<file path="src/rtl/trng_health_pkg.sv">
// trng_health_pkg: state encoding and fail_code bit positions shared by trng_health_stream.
package trng_health_pkg;
  localparam logic [1:0] ST_STARTUP = 2'b00;
  localparam logic [1:0] ST_RUN     = 2'b01;
  localparam logic [1:0] ST_ALARM   = 2'b10;
  localparam int FC_RCT = 0;
  localparam int FC_APT = 1;
  typedef enum logic [1:0] {
    STARTUP = ST_STARTUP,
    RUN     = ST_RUN,
    ALARM   = ST_ALARM
  } state_e;
  function automatic logic [7:0] sat_inc8(input logic [7:0] v);
    return (v == 8'hFF) ? v : v + 8'd1;
  endfunction
endpackage

</file>
<file path="src/rtl/trng_health_stream_popcount.sv">
// trng_popcount: combinational binary adder-tree population count of a DATA_W-bit word.
module trng_popcount #(
  parameter int DATA_W = 32,
  localparam int CW = $clog2(DATA_W + 1)
) (
  input  logic [DATA_W-1:0] data_i,
  output logic [CW-1:0]     count_o
);
  localparam int N = 1 << $clog2(DATA_W);
  logic [N-1:0] pad;
  assign pad = N'(data_i);
  always_comb begin : tree
    logic [CW-1:0] node [1:2*N-1];
    for (int i = 0; i < N; i++) node[N+i] = CW'(pad[i]);
    for (int i = N - 1; i >= 1; i--) node[i] = node[2*i] + node[2*i+1];
    count_o = node[1];
  end
endmodule

</file>
<file path="src/rtl/trng_health_stream.sv">
// trng_health_stream: RCT/APT online health gate between TRNG core and FIFO with sticky alarm.
// Define TRNG_HEALTH_STATS_EN to add failure totals and a forwarded-word counter.
module trng_health_stream
  import trng_health_pkg::*;
#(
  parameter int DATA_W        = 32,
  parameter int RCT_CUTOFF    = 3,
  parameter int APT_WORDS     = 16,
  parameter int APT_LO        = 200,
  parameter int APT_HI        = 312,
  parameter int STARTUP_WORDS = 32
) (
  input  logic              clk,
  input  logic              rst,
  input  logic              enable,
  input  logic              clear_alarm,
  input  logic              in_valid,
  input  logic [DATA_W-1:0] in_data,
  output logic              in_ready,
  output logic              out_valid,
  output logic [DATA_W-1:0] out_data,
  input  logic              out_ready,
  output logic              alarm,
  output logic [1:0]        fail_code,
  output logic [1:0]        state_out
`ifdef TRNG_HEALTH_STATS_EN
  ,
  output logic [15:0]       rct_fail_total,
  output logic [15:0]       apt_fail_total,
  output logic [31:0]       words_passed
`endif
);
  localparam int PC_W  = $clog2(DATA_W + 1);
  localparam int SUM_W = $clog2(DATA_W * APT_WORDS + 1);
  localparam int WIN_W = $clog2(APT_WORDS + 1);
  localparam int ST_W  = $clog2(STARTUP_WORDS + 1);
  state_e            state_q, state_d;
  logic              out_valid_q, out_valid_d;
  logic [DATA_W-1:0] out_data_q, out_data_d;
  logic              alarm_q, alarm_d;
  logic [1:0]        fail_q, fail_d;
  logic [7:0]        rct_q, rct_d, rct_new;
  logic [DATA_W-1:0] prev_q, prev_d;
  logic              prev_valid_q, prev_valid_d;
  logic [SUM_W-1:0]  sum_q, sum_d, sum_new;
  logic [WIN_W-1:0]  win_q, win_d;
  logic [ST_W-1:0]   st_q, st_d;
  logic [PC_W-1:0]   pc;
  logic              acc, test, same, win_last, rct_fail, apt_fail, fail;
  trng_popcount #(.DATA_W(DATA_W)) u_pc (.data_i(in_data), .count_o(pc));
  assign in_ready  = enable && (state_q == ALARM || !out_valid_q || out_ready);
  assign out_valid = out_valid_q;
  assign out_data  = out_data_q;
  assign alarm     = alarm_q;
  assign fail_code = fail_q;
  assign state_out = state_q;
  // Tests only advance outside ALARM so the failing context stays frozen for inspection.
  always_comb begin
    acc          = in_valid && in_ready;
    test         = acc && state_q != ALARM;
    same         = prev_valid_q && in_data == prev_q;
    rct_new      = same ? sat_inc8(rct_q) : 8'd1;
    sum_new      = sum_q + SUM_W'(pc);
    win_last     = win_q == WIN_W'(APT_WORDS - 1);
    rct_fail     = test && rct_new >= 8'(RCT_CUTOFF);
    apt_fail     = test && win_last && (sum_new < SUM_W'(APT_LO) || sum_new > SUM_W'(APT_HI));
    fail         = rct_fail || apt_fail;
    state_d      = state_q;
    out_valid_d  = out_valid_q && !out_ready;
    out_data_d   = out_data_q;
    alarm_d      = alarm_q;
    fail_d       = fail_q;
    rct_d        = test ? rct_new : rct_q;
    prev_d       = test ? in_data : prev_q;
    prev_valid_d = test || prev_valid_q;
    sum_d        = test ? (win_last ? '0 : sum_new) : sum_q;
    win_d        = test ? (win_last ? '0 : win_q + WIN_W'(1)) : win_q;
    st_d         = st_q;
    if (fail) begin
      state_d         = ALARM;
      alarm_d         = 1'b1;
      fail_d[FC_RCT]  = fail_q[FC_RCT] | rct_fail;
      fail_d[FC_APT]  = fail_q[FC_APT] | apt_fail;
    end else if (state_q == ALARM) begin
      out_valid_d = 1'b0;
      if (clear_alarm) begin
        state_d      = STARTUP;
        alarm_d      = 1'b0;
        fail_d       = '0;
        rct_d        = '0;
        prev_valid_d = 1'b0;
        sum_d        = '0;
        win_d        = '0;
        st_d         = '0;
      end
    end else if (test && state_q == STARTUP) begin
      st_d    = (st_q == ST_W'(STARTUP_WORDS - 1)) ? '0 : st_q + ST_W'(1);
      state_d = (st_q == ST_W'(STARTUP_WORDS - 1)) ? RUN : STARTUP;
    end else if (test) begin
      out_valid_d = 1'b1;
      out_data_d  = in_data;
    end
  end
  always_ff @(posedge clk) begin
    if (rst) begin
      state_q      <= STARTUP;
      out_valid_q  <= 1'b0;
      out_data_q   <= '0;
      alarm_q      <= 1'b0;
      fail_q       <= '0;
      rct_q        <= '0;
      prev_q       <= '0;
      prev_valid_q <= 1'b0;
      sum_q        <= '0;
      win_q        <= '0;
      st_q         <= '0;
    end else begin
      state_q      <= state_d;
      out_valid_q  <= out_valid_d;
      out_data_q   <= out_data_d;
      alarm_q      <= alarm_d;
      fail_q       <= fail_d;
      rct_q        <= rct_d;
      prev_q       <= prev_d;
      prev_valid_q <= prev_valid_d;
      sum_q        <= sum_d;
      win_q        <= win_d;
      st_q         <= st_d;
    end
  end
`ifdef TRNG_HEALTH_STATS_EN
  logic [15:0] rct_tot_q, apt_tot_q;
  logic [31:0] passed_q;
  assign rct_fail_total = rct_tot_q;
  assign apt_fail_total = apt_tot_q;
  assign words_passed   = passed_q;
  always_ff @(posedge clk) begin
    if (rst) begin
      rct_tot_q <= '0;
      apt_tot_q <= '0;
      passed_q  <= '0;
    end else begin
      rct_tot_q <= (rct_fail && rct_tot_q != 16'hFFFF) ? rct_tot_q + 16'd1 : rct_tot_q;
      apt_tot_q <= (apt_fail && apt_tot_q != 16'hFFFF) ? apt_tot_q + 16'd1 : apt_tot_q;
      passed_q  <= (out_valid_q && out_ready) ? passed_q + 32'd1 : passed_q;
    end
  end
`endif
endmodule

</file>
<file path="config.mk">
export PLATFORM = sky130hd
export DESIGN_NAME = trng_health_stream
export DESIGN_NICKNAME = d
export VERILOG_FILES = /design/src/rtl/trng_health_pkg.sv /design/src/rtl/trng_health_stream_popcount.sv /design/src/rtl/trng_health_stream.sv
export SDC_FILE = /design/constraint.sdc
export NUM_CORES = 1
export LEC_CHECK = 0
export CORE_UTILIZATION = 50
export CTS_CLUSTER_SIZE = 25
export DETAILED_ROUTE_END_ITERATION = 8
export GPL_TIMING_DRIVEN = 0
export PLACE_DENSITY_LB_ADDON = 0.2
export SETUP_SLACK_MARGIN = 0.1
export SYNTH_ARGS = -nofsm -noshare
export SYNTH_HDL_FRONTEND = slang
export SYNTH_SLANG_ARGS = --single-unit
</file>
<file path="constraint.sdc">
create_clock -name clk -period 9.5 [get_ports clk]
set_input_delay 2.85 -clock clk [delete_from_list [all_inputs] [get_ports clk]]
set_output_delay 2.85 -clock clk [all_outputs]
set_load 0.1 [all_outputs]
</file>
== After elaboration in Yosys (flattened, before gate mapping) ==
Index checks and enable logic that the tools add are counted.

* Divide/modulo/power cells: 0
* Shift operators: 0
* Multiplexer cells: 37
* Equal/unequal tests: 8
* Order comparisons: 3
* Reduce and logical (&&, ||, !) cells: 27
* Add/subtract/negate cells: 35
* Bitwise operators: 5
* Multiply operators: 0

{| class="wikitable"
|+ Operator list
! operator !! count
|-
| $add 6x6->6 || 15
|-
| $mux 10 || 5
|-
| $mux 8 || 6
|-
| $add 1x1->2 || 16
|-
| $eq 32x32->1 || 1
|-
| $mux 5 || 5
|-
| $mux 6 || 4
|-
| $mux 2 || 6
|-
| $mux 1 || 11
|-
| $add 10x6->10 || 1
|-
| $gt 10x9->1 const B || 1
|-
| $lt 10x8->1 const B || 1
|-
| $logic_and 1x1->1 || 9
|-
| $add 8x1->8 const B || 1
|-
| $eq 8x8->1 const B || 1
|-
| $ge 8x2->1 const B || 1
|-
| $add 6x1->6 const B || 1
|-
| $eq 6x5->1 const B || 1
|-
| $reduce_and 2->1 || 3
|-
| $reduce_bool 2->1 || 3
|-
| $add 5x1->5 const B || 1
|-
| $eq 5x4->1 const B || 1
|-
| $logic_or 1x1->1 || 5
|-
| $ne 2x2->1 const B || 2
|-
| 10 further kinds || 14
|}

* Bits in writable memories: 0
* ROM bits: 0
* Bits of input ports: 38
* Latch bits: 0
* Register bits: 100
* Logic and storage cells: 127
* Memories kept: 0

== Depth between registers and ports, before layout ==
Gate-level depths: netlist of run 1.

* Word-level depth: 12
* Gate-level depth with buffers: 28
* Depth with buffers taken out: 26

== By module ==
Synthesis of run 1 repeated with hierarchy kept, for this count alone.

* Cells, all modules: 673
* Area total of the unflattened synthesis: 5755.5 um2

{| class="wikitable"
|+ Modules (own cells, without submodules)
! module !! times used !! cells an instance !! seq. area each (um2) !! area each (um2)
|-
| trng_health_stream || 1 || 583 || 2001.9 || 4922.2
|-
| trng_popcount || 1 || 90 || 0.0 || 833.3
|}

== Least setup slack after synthesis of run 1 ==
Ideal clock, no wire load.

* Kind: input-to-reg
* From: in in_data[16]
* To: reg out_data_q[0], in the netlist out_data[0]
* Setup slack: 332 ps
* Stages: 25
* Setup time: 125 ps
* Arrival: 9043 ps
* Buffers on the path: 2
* Required time: 9375 ps
* Path through: ha_1 > fa_1 > inv_1 > fa_1 > inv_1 > fa_1 > fa_1 > inv_1 > fa_1 > inv_1 > ha_1 > fa_1 > xor2_1 > ha_1 > and3_1 > a2111o_1 > nor4b_2 > xnor2_1 > or4b_1 > o211ai_2 > nand4bb_2 > buf_6 > buf_12 > mux2i_1 > nor2_1

* Word-level cells in the longest chain between the ends: 12
* Elaborated cells on any way between the ends: 18

{| class="wikitable"
|+ Ends and longest elaborated chain
! element !! RTL line !! source
|-
| start: declaration || trng_health_stream.sv:18 || <nowiki>input logic [DATA_W-1:0] in_data,</nowiki>
|-
| $add 1x1->2 || trng_health_stream_popcount.sv:15 || <nowiki>for (int i = N - 1; i >= 1; i--) node[i] = node[2*i] + node[2*i+1];</nowiki>
|-
| $add 6x6->6 (4 in a row) || trng_health_stream_popcount.sv:15 ||
|-
| $add 10x6->10 || trng_health_stream.sv:63 || <nowiki>sum_new = sum_q + SUM_W'(pc);</nowiki>
|-
| $lt 10x8->1 / $gt 10x9->1 (equally long branches) || trng_health_stream.sv:66 || <nowiki>apt_fail = test && win_last && (sum_new < SUM_W'(APT_LO) || sum_new > SUM_W'(APT_HI));</nowiki>
|-
| $logic_or 1x1->1 || trng_health_stream.sv:66 ||
|-
| $logic_and 1x1->1 || trng_health_stream.sv:66 ||
|-
| $logic_or 1x1->1 (*) || trng_health_stream.sv:67 || <nowiki>fail = rct_fail || apt_fail;</nowiki>
|-
| $not 1->1 (no source line) (*) || - ||
|-
| $reduce_and 4->1 (no source line) (*) || - ||
|-
| end signal: assignment || trng_health_stream.sv:120 || <nowiki>out_data_q <= out_data_d;</nowiki>
|-
| end: declaration || trng_health_stream.sv:39 || <nowiki>logic [DATA_W-1:0] out_data_q, out_data_d;</nowiki>
|}

Every way passes the cells marked *; elsewhere a longest branch is shown, timed or not.
A chain may end at the register's enable or synchronous reset.

== Worst setup path after layout of run 1 ==
* From: in in_data[31]
* To: reg out_data_q[9], in the netlist out_data[9]

The elaborated chain is that of the path after synthesis.

==> qor.yml, run 1 <==
yosys:
  ys_warn_count: 0
  syn_area_um2: 5910
  synth-seq-area-share: 0.339
  synth_edf_count: 0
  synth.distinct_cells: 55
  synthFlopType: "dfxtp_1"
  syn_area_per_cell_um2: 8.68
  synthArstFlopShare: 0
  synth_nets: 779
  syn_inst: 681
  synth-seq-cells: 100
finish:
  n_antenna_cell: 0
  nets: 874
  area_growth_pct: 22.4
  drive_above_1_share: 0.111
  fillers: 975
  stdcell_count: 924
worst_hold_path:
  holdPathStages: 2
  hold_class: "reg2reg"
sta:
  finalSetupTns_ns: 0
  relSlewSlack: 0.270
  rsz0062_at_grt: "false"
  fmax_mhz: 110
  fin_skew_ns: 0.0104
  post-route-period-util: 0.961
  slew_violations: 0
  holdWs_ns: 0.458
  tightestPinTransition_ns: 1.09
  final_hold_viol_count: 0
  finalSetupViolCount: 0
  post-route-min-period_ns: 9.13
worst_setup_path:
  cp-end-kind: "flip-flop"
  cp_slowest_stage_delay_ns: 0.53
  arrival_ns: 9.36
  cp.required_ns: 9.74
  startpoint_type: "input pin"
  cpMostUsedCell: "fa_1"
  r2r_cells: 14
  worstPathMaxFanout: 10
  cp_slowest_cell: "fa_1"
  critical_path_class: "in2reg"
global_route:
  antenna_found_initial: 0
  grt_usage: 0.249
  gr-total-overflow: 0
  grt_max_degree: 17
  grt_pass1_vias: 5012
  grt_pass1_wl_mm: 24.2
floorplanning:
  start_util: 0.515
  die_h_um: 111
  io_pins: 77
  core_area_um2: 11500
  die_w_um: 111
  die_area_um2: 12300
  row_count: 39
drt:
  drc: 0
  drtIter0Drc: 308
  via_per_inst: 5.53
  dr.pass1.iters: 7
  vias: 5108
  antenna_left: 0
  wl_per_cell_um: 16.2
  routed_wl_mm: 14.9
status:
  outcome: "finished, final reports clean"
placement:
  place.gp.congestion: 0.965
  port_buffers: 76
  hpwlAfterDp_mm: 11.4
  place_inst: 900
job:
  maxCapViolations: 0
clock_network:
  clk_latency_ns: 0.36
  cts_tree: "done"
  cts-root-buf: "clkbuf_16"
  clock_path_buffers: 2
  ctsHoldBuffers: 0
  cts_max_level: 3
  cts_buffers: 9
  clk_pin_slew_ns: 0.07
  clock-sinks: 100
power:
  powerDensity_nw_per_um2: 270
  p_leak_uw: 0.00316
  ir_worst_vdd_uv: 318
==> flip-flops by register name (all words and copies together) (netlist names) <==
signal	flops
sum_q	10
state_out	2
rct_q	8
fail_code	2
out_data	32
win_q	5
prev_valid_q	1
out_valid	1
prev_q	32
st_q	6
alarm	1
==> path summary, 6_finish.rpt <==
path               start          end  slack, ns
max          in_data[31]  out_data[9]       0.37
min             sum_q[0]     sum_q[0]       0.46
max reg2reg     sum_q[0]  out_data[9]       6.11
min reg2reg     sum_q[0]     sum_q[0]       0.46
==> timing repair <==
action | 4_1_cts | 5_1_grt
gates resized for setup | 39 | 64
buffers inserted | 7 | 1
setup endpoints to repair | 42 | 40
pin swaps | 2 | 15
==> cells in the final DEF (no fill, tap or decap), types with 5 or more instances in the layout <==
cell type	synthesis	layout
nand2_1	93	93
clkbuf_2	0	21
a21oi_1	59	58
o21ai_0	7	6
clkdlybuf4s50_1	0	52
nor2_1	72	71
mux2i_1	33	31
ha_1	33	25
nand4_1	9	9
nor3_1	15	15
fa_1	27	23
inv_1	57	54
dfxtp_1	100	100
xor2_1	33	32
a21o_1	6	6
a31oi_1	5	5
clkbuf_1	15	16
nand3_1	13	13
buf_4	0	8
ha_2	0	5
clkbuf_16	0	9
nand4b_1	5	5
nor4_1	17	17
xnor2_1	13	13
nand2b_1	10	10
==> cell usage after synthesis (2+ instances only) <==
| master | n | share of area |
|---|---|---|
| dlygate4sd3_1 | 3 | 0.0051 |
| a32oi_1 | 2 | 0.0030 |
| buf_12 | 3 | 0.010 |
| buf_1 | 3 | 0.0019 |
| ha_1 | 33 | 0.070 |
| nor3_1 | 15 | 0.013 |
| a21oi_1 | 59 | 0.050 |
| o31a_1 | 2 | 0.0030 |
| nand2_1 | 93 | 0.059 |
| a31oi_1 | 5 | 0.0053 |
| fa_1 | 27 | 0.091 |
| or2_2 | 2 | 0.0021 |
| and2_1 | 4 | 0.0042 |
| nand3b_1 | 2 | 0.0025 |
| clkbuf_1 | 15 | 0.0095 |
| xor2_1 | 33 | 0.049 |
| a22oi_1 | 3 | 0.0038 |
| nand2b_1 | 10 | 0.011 |
| dfxtp_1 | 100 | 0.34 |
| nand3_1 | 13 | 0.011 |
| nor3b_1 | 2 | 0.0025 |
| mux2i_1 | 33 | 0.056 |
| inv_1 | 57 | 0.036 |
| nor2_1 | 72 | 0.046 |
| nor4_1 | 17 | 0.018 |
| o21ai_0 | 7 | 0.0059 |
| a21o_1 | 6 | 0.0076 |
| nand4b_1 | 5 | 0.0074 |
| or3b_2 | 4 | 0.0059 |
| nand4_1 | 9 | 0.0095 |
| xnor2_1 | 13 | 0.019 |
| and3_1 | 3 | 0.0032 |
| o22ai_1 | 2 | 0.0021 |
| a211oi_1 | 3 | 0.0038 |
==> cell families (layout without fill, tap and decap cells) <==
logic type	count (synthesis)	in the layout	synth area share
AO/OA/AOI/OAI	98	98	0.0989
flip-flops	100	100	0.339
XOR/XNOR	46	46	0.0682
adder cells (fa/ha/maj)	60	60	0.161
buffers and inverters	83	183	0.0663
multiplexers	33	33	0.0559
AND/OR/NAND/NOR	261	261	0.211
==> power by group <==
| part | switching, uW | leakage [uW] | internal (uW) | total (uW) |
|---|---|---|---|---|
| Clock | 166 | 0.000157 | 231 | 398 |
| Sequential | 10.5 | 0.000811 | 435 | 446 |
| Combinational | 612 | 0.00219 | 501 | 1110 |
| Total | 789 | 0.00316 | 1170 | 1960 |
==> critical path, delay by kind of cell <==
kind                     cells  cell delay (ns)
multiplexers                 1             0.19
AO/OA/AOI/OAI                4             0.84
adder cells (fa/ha/maj)      9             3.49
XOR/XNOR                     1             0.19
buffers and inverters        7             0.69
AND/OR/NAND/NOR              5             1.09
==> stage by stage <==
| stage | worst slack, ns | utilization | total power (uW) | cell area (um2) |
|---|---|---|---|---|
| floorplan | 0.332 | - | 1230 | 5910 |
| global placement | -0.783 | 0.597 | 1430 | 6850 |
| detailed placement | -0.792 | 0.597 | 1470 | 6850 |
| CTS | 0.131 | 0.630 | 1910 | 7230 |
| global route | 0.0415 | 0.631 | 2140 | 7230 |
| finish | 0.372 | 0.631 | 1960 | 7230 |
==> layout make-up <==
cell class | count | area, um2 | share of cell area
clock inverters | 6 | 87.6 | 0.0121
flip-flops and latches | 100 | 2000 | 0.277
plain buffers | 26 | 181 | 0.0251
repair buffers | 84 | 701 | 0.0969
inverters | 57 | 214 | 0.0296
well taps | 143 | 179 | 0.0247
clock buffers | 10 | 229 | 0.0316
multi-input cells | 498 | 3640 | 0.503
==> layer usage <==
layer | up-vias | GRT usage | part of all wire | wire length, um
met5 | - | 0 | 0 | 0
met4 | 0 | 0.116 | 0.028 | 421
met3 | 37 | 0.0454 | 0.048 | 724
met2 | 159 | 0.422 | 0.50 | 7400
met1 | 2422 | 0.306 | 0.43 | 6390
li1 | 2490 | - | - | -
No activity file was read; power rests on OpenSTA's default activity.
==> run 2, diff against run 1 <==
- CTS_CLUSTER_SIZE: 25 -> unset
- clock period: 9.5 -> 8.9 ns (I/O delays scaled with it)
==> run 2 against run 1 <==
Compared with the run above:
- worst hold slack better by 0.00083 ns
- design area up 4.6%
- critical endpoint is now out_data[31]
- sequential power up 7.2%
- die area did not move
- largest cell class unchanged
==> qor.yml, run 2 (synthesized netlist as in run 1, its figures left out) <==
drt:
  routed_wl_mm: 15.4  # +3.3%
  dr.pass1.iters: 5  # -2
  drc: 0  # unchanged
  antenna_left: 0  # unchanged
  wl_per_cell_um: 16.6  # +2.6%
  vias: 5247  # +2.7%
  via_per_inst: 5.64  # +1.9%
  drtIter0Drc: 255  # -17%
status:
  outcome: "finished, final reports clean"
floorplanning:
  row_count: 39  # unchanged
  io_pins: 77  # unchanged
  die_w_um: 111  # unchanged
  die_h_um: 111  # unchanged
  die_area_um2: 12300  # unchanged
  core_area_um2: 11500  # unchanged
  start_util: 0.515  # unchanged
sta:
  relSlewSlack: 0.333  # +0.0636
  tightestPinTransition_ns: 0.997  # -0.0885 ns
  post-route-period-util: 0.991
  slew_violations: 0  # unchanged
  final_hold_viol_count: 0  # unchanged
  fin_skew_ns: 0.00845  # -0.00199 ns
  rsz0062_at_grt: "true"
  fmax_mhz: 113
  finalSetupTns_ns: 0  # unchanged
  post-route-min-period_ns: 8.82
  finalSetupViolCount: 0  # unchanged
finish:
  drive_above_1_share: 0.155  # +0.0434
  layout.area.seq_um2: 2000  # unchanged
  multi_input_area_um2: 3790  # +4.1%
  n_antenna_cell: 0  # unchanged
  area_growth_pct: 28.1
  final_common_cell: "dfxtp_1"
  fillers: 924  # -5.2%
  nets: 881  # +0.80%
  mostFrequentLayoutCells: "dfxtp_1 (100), nand2_1 (93), nor2_1 (72)"
clock_network:
  cts-root-buf: "clkbuf_16"
  cts_max_level: 3  # unchanged
  clock-sinks: 100  # unchanged
  ctsHoldBuffers: 0  # unchanged
  clk_pin_slew_ns: 0.07  # about the same
  clk_latency_ns: 0.35  # about the same
  cts_tree: "done"
  clock_path_buffers: 2  # unchanged
  cts_buffers: 9  # unchanged
job:
  maxCapViolations: 0  # unchanged
global_route:
  gr-total-overflow: 0  # unchanged
  antenna_found_initial: 0  # unchanged
  grt_usage: 0.251  # +0.00204
  grt_pass1_wl_mm: 24.7  # +2.1%
  grt_pass1_vias: 5138  # +2.5%
  grt_max_degree: 17  # unchanged
placement:
  hpwlAfterDp_mm: 11.5  # +1.3%
  port_buffers: 76  # unchanged
  place.gp.congestion: 0.928  # -3.8%
worst_setup_path:
  cp.required_ns: 9.12  # -0.62 ns
  worstPathMaxFanout: 8  # -2
  arrival_ns: 9.05  # -0.31 ns
  cp-end-kind: "flip-flop"
  critical_path_class: "in2reg"
  startpoint_type: "input pin"
power:
  fin_total_pwr_uw: 2280  # +17%
  powerDensity_nw_per_um2: 302  # +12%
  ir_worst_vdd_uv: 389  # +23%
  p_leak_uw: 0.00325  # +3.0%
worst_hold_path:
  hold_class: "reg2reg"
-- run 2: repair_timing --
item	CTS	global route
gates resized for setup	111	83
pin swaps	15	22
buffers inserted	7	6
setup endpoints to repair	43	40
cloned	0	2
-- run 2: final timing paths --
check | from | endpoint | depth (start not counted) | slack, ns
setup / recovery | in_data[10] | out_data[31] | 27 | 0.08
hold / removal | sum_q[4] | sum_q[4] | 2 | 0.46
setup reg to reg | sum_q[0] | out_data[31] | 14 | 5.59
hold reg to reg | sum_q[4] | sum_q[4] | 2 | 0.46
-- run 2: final cells by class --
type | instances | share of cell area
inverters | 57 | 0.0286
flip-flops and latches | 100 | 0.265
multi-input cells | 498 | 0.501
repair buffers | 91 | 0.115
plain buffers | 26 | 0.0246
clock buffers | 10 | 0.0303
well taps | 143 | 0.0236
clock inverters | 6 | 0.0117
-- run 2: routing by layer --
metal	share of wire	global-route usage	vias up
met4	0.026	0.0853	0
li1	-	-	2497
met2	0.51	0.448	164
met5	0	0	-
met3	0.054	0.0508	37
met1	0.41	0.299	2549
-- run 2: where the power goes --
| part | leakage, uW | internal, uW | switching (uW) | total, uW |
|---|---|---|---|---|
| Combinational | 0.00229 | 665 | 723 | 1390 |
| Clock | 0.000149 | 246 | 170 | 417 |
| Sequential | 0.000811 | 465 | 12.9 | 478 |
-- run 2: critical path: stages --
cell and delay (ns):
buf_4 0.14, ha_4 0.16, fa_1 0.56, inv_2 0.05, fa_1 0.52, inv_2 0.04
fa_2 0.41, fa_1 0.49, inv_1 0.05, fa_1 0.50, inv_2 0.05, ha_4 0.16
fa_2 0.38, a21o_1 0.16, a21o_1 0.20, ha_4 0.18, or2_4 0.21, a2111o_1 0.42
nor4b_4 0.16, xnor2_2 0.18, or4b_4 0.50, o211ai_4 0.14, nand4bb_4 0.14, buf_12 0.18
buf_12 0.14, mux2i_2 0.19, nor2_1 0.06
-- run 2: metrics by stage --
stage                     utilization  setup slack, ns  instance area, um2  instances  hold slack [ns]
after global placement          0.600           -0.897                6880        900            0.445
after global routing            0.660          -0.0891                7570        931            0.483
after CTS                       0.641            0.106                7350        923            0.458
after floorplan                     -            0.110                5940        681            0.436
final                           0.660           0.0758                7570        931            0.459
after detailed placement        0.600           -0.964                6880        900            0.451
==> run 3, diff against run 2 <==
- DONT_BUFFER_PORTS: unset -> 1
==> run 3 against run 2 <==
Compared with the run above:
- power down 7.2%
- global-route usage down 0.57 points
- maximum frequency is 1.6% higher
- highest routed layer unchanged
- critical path type unchanged
- utilization fell by 7.8 points
- cell count down 8.9%
- largest cell class unchanged
- count of clock-buffer cells in the layout decreased by 1
- register-to-register slack lost 0.16 ns
- sequential power is essentially flat
- sequential cell count stayed put
==> qor.yml, run 3 (synthesized netlist as in run 1, its figures left out) <==
status:
  outcome: "finished, final reports clean"
worst_setup_path:
  critical_path_class: "in2reg"
  cp_slowest_cell: "fa_1"
  startpoint_type: "input pin"
  cp_slowest_stage_delay_ns: 0.50  # -0.06 ns
  cp-end-kind: "flip-flop"
  cp.required_ns: 9.13  # about the same
  r2r_cells: 5  # -9
  timing.rr.end: "rct_q[5]"
  reg2reg_slack_ns: 5.43  # -0.16 ns
  arrival_ns: 8.92  # -0.13 ns
  r2r_start: "state_out[0]"
  worstPathMaxFanout: 10  # +2
global_route:
  grt_pass1_wl_mm: 23.5  # -4.9%
  grt_max_degree: 18  # +1
  grt_use_met3: 0.0426  # -0.00820
  gr-total-overflow: 0  # unchanged
  grt_pass1_vias: 4695  # -8.6%
  grtUsageMet1: 0.312  # +0.0129
  grt.busiest_layer: "met2"
  grt_usage: 0.245  # -0.00574
  antenna_found_initial: 0  # unchanged
  met2_usage: 0.418  # -0.0298
sta:
  final_hold_viol_count: 0  # unchanged
  setup_slack_ns: 0.215  # +0.139 ns
  rsz0062_at_grt: "true"
  finalSetupViolCount: 0  # unchanged
  slew_violations: 0  # unchanged
  fmax_mhz: 115  # +1.6%
  tightestPinTransition_ns: 1.27  # +0.275 ns
  relSlewSlack: 0.151  # -0.183
  post-route-min-period_ns: 8.69  # -0.139 ns
  post-route-period-util: 0.976  # -0.0156
  fin_skew_ns: 0.00930  # +0.000847 ns
power:
  seqPwrFrac: 0.224  # +0.015
  powerDensity_nw_per_um2: 318  # +5.3%
  pwr-share-comb: 0.586  # -0.022
  p_clk_frac: 0.190  # +0.007
  netSwitchingFraction: 0.407  # +0.00998
  p_leak_uw: 0.00288  # -11%
  p_int_uw: 1260  # -8.7%
  power.switching_uw: 863  # -4.9%
  ir_worst_vdd_uv: 292  # -25%
clock_network:
  clk_pin_slew_ns: 0.07  # about the same
  cts_max_level: 3  # unchanged
  cts_buffers: 9  # unchanged
  cts_tree: "done"
  clock-sinks: 100  # unchanged
  cts-root-buf: "clkbuf_16"
  clk_latency_ns: 0.36  # about the same
  clock_path_buffers: 2  # unchanged
finish:
  nets: 798  # -9.4%
  fillers: 1026  # +11%
  drive_above_1_share: 0.115  # -0.0399
  mostFrequentLayoutCells: "dfxtp_1 (100), nand2_1 (93), nor2_1 (72)"
  post-route-util: 0.582  # -0.0780
  area_growth_pct: 12.9
  n_antenna_cell: 0  # unchanged
  final_common_cell: "dfxtp_1"
floorplanning:
  io_pins: 77  # unchanged
  row_count: 39  # unchanged
  start_util: 0.515  # unchanged
  core_area_um2: 11500  # unchanged
  die_h_um: 111  # unchanged
  die_area_um2: 12300  # unchanged
  die_w_um: 111  # unchanged
placement:
  place.gp.congestion: 0.862  # -7.1%
  dp_slack_ns: -0.439  # +0.525 ns
  hpwlAfterDp_mm: 11.2  # -2.5%
  port_buffers: 0  # -100%
job:
  maxCapViolations: 0  # unchanged
drt:
  via_per_inst: 5.65  # +0.16%
  dr.pass1.iters: 5  # unchanged
  routed_wl_mm: 14.6  # -5.1%
  drtIter0Drc: 246  # -3.5%
  drc: 0  # unchanged
  vias: 4787  # -8.8%
  antenna_left: 0  # unchanged
  wl_per_cell_um: 17.3  # +4.2%
worst_hold_path:
  holdPathStages: 2  # unchanged
  hold_class: "reg2reg"
  whs_endpoint: "sum_q[0]"
  worstHoldStart: "sum_q[0]"
## run 3: per-layer routing
metal | wire length [um] | share of wire | up-vias
met1 | 6250 | 0.43 | 2319
met2 | 7310 | 0.50 | 118
met4 | 233 | 0.016 | 0
met5 | 0 | 0 | -
li1 | - | - | 2334
met3 | 842 | 0.058 | 16
## run 3: power by group through the flow
stage / clock (uW) / sequential [uW] / combinational (uW)
floorplan: 0 / 483 / 848
global placement: 0 / 485 / 1040
detailed placement: 0 / 486 / 1070
CTS: 407 / 476 / 1170
global route: 425 / 477 / 1410
finish: 402 / 476 / 1240
## run 3: cell type report
| cell class | instances | area [um2] | area share |
|---|---|---|---|
| multi-input cells | 498 | 3710 | 0.556 |
| clock buffers | 9 | 225 | 0.0338 |
| inverters | 57 | 214 | 0.0321 |
| flip-flops and latches | 100 | 2000 | 0.300 |
| plain buffers | 26 | 186 | 0.0279 |
| clock inverters | 7 | 76.3 | 0.0114 |
| well taps | 143 | 179 | 0.0268 |
| repair buffers | 8 | 77.6 | 0.0116 |
## run 3: critical path: cells and delay by family
| kind | cells | cell delay [ns] |
|---|---|---|
| AOI/OAI and AO/OA | 4 | 0.90 |
| muxes | 1 | 0.16 |
| and+or+nand+nor | 5 | 1.06 |
| xor gates and xnor gates | 1 | 0.20 |
| buffers and inverters | 6 | 0.58 |
| adders and majority gates | 9 | 3.30 |
## run 3: worst max path at each step
stage | startpoint | to | slack [ns] | depth (start not counted)
2_1_floorplan | in_data[11] | out_data[0] | 0.11 | 26
3_3_place_gp | in_data[12] | out_data[0] | -0.31 | 26
3_5_place_dp | in_data[30] | out_data[2] | -0.44 | 26
4_1_cts | in_data[30] | out_data[18] | 0.11 | 26
5_1_grt | in_data[9] | out_data[31] | 0.02 | 26
6_report | in_data[26] | out_data[3] | 0.21 | 26
## run 3: through the flow
| step | total power (uW) | std cells | instance area, um2 | hold slack [ns] | setup TNS (ns) |
|---|---|---|---|---|---|
| global route | 2320 | 848 | 6670 | 0.482 | 0 |
| CTS | 2050 | 846 | 6500 | 0.462 | 0 |
| floorplan | 1330 | 681 | 5940 | 0.436 | 0 |
| detailed placement | 1560 | 824 | 6120 | 0.454 | -14.58 |
| finish | 2120 | 848 | 6670 | 0.461 | 0 |
| global placement | 1530 | 824 | 6120 | 0.446 | -10.10 |
## run 3: timing repair
action                     in CTS  in global routing
hold buffers                    0                  0
pin swaps                       4                 20
buffers inserted                6                  1
gates resized for setup         6                 35
gates cloned                    0                  1
setup endpoints to repair      36                 40
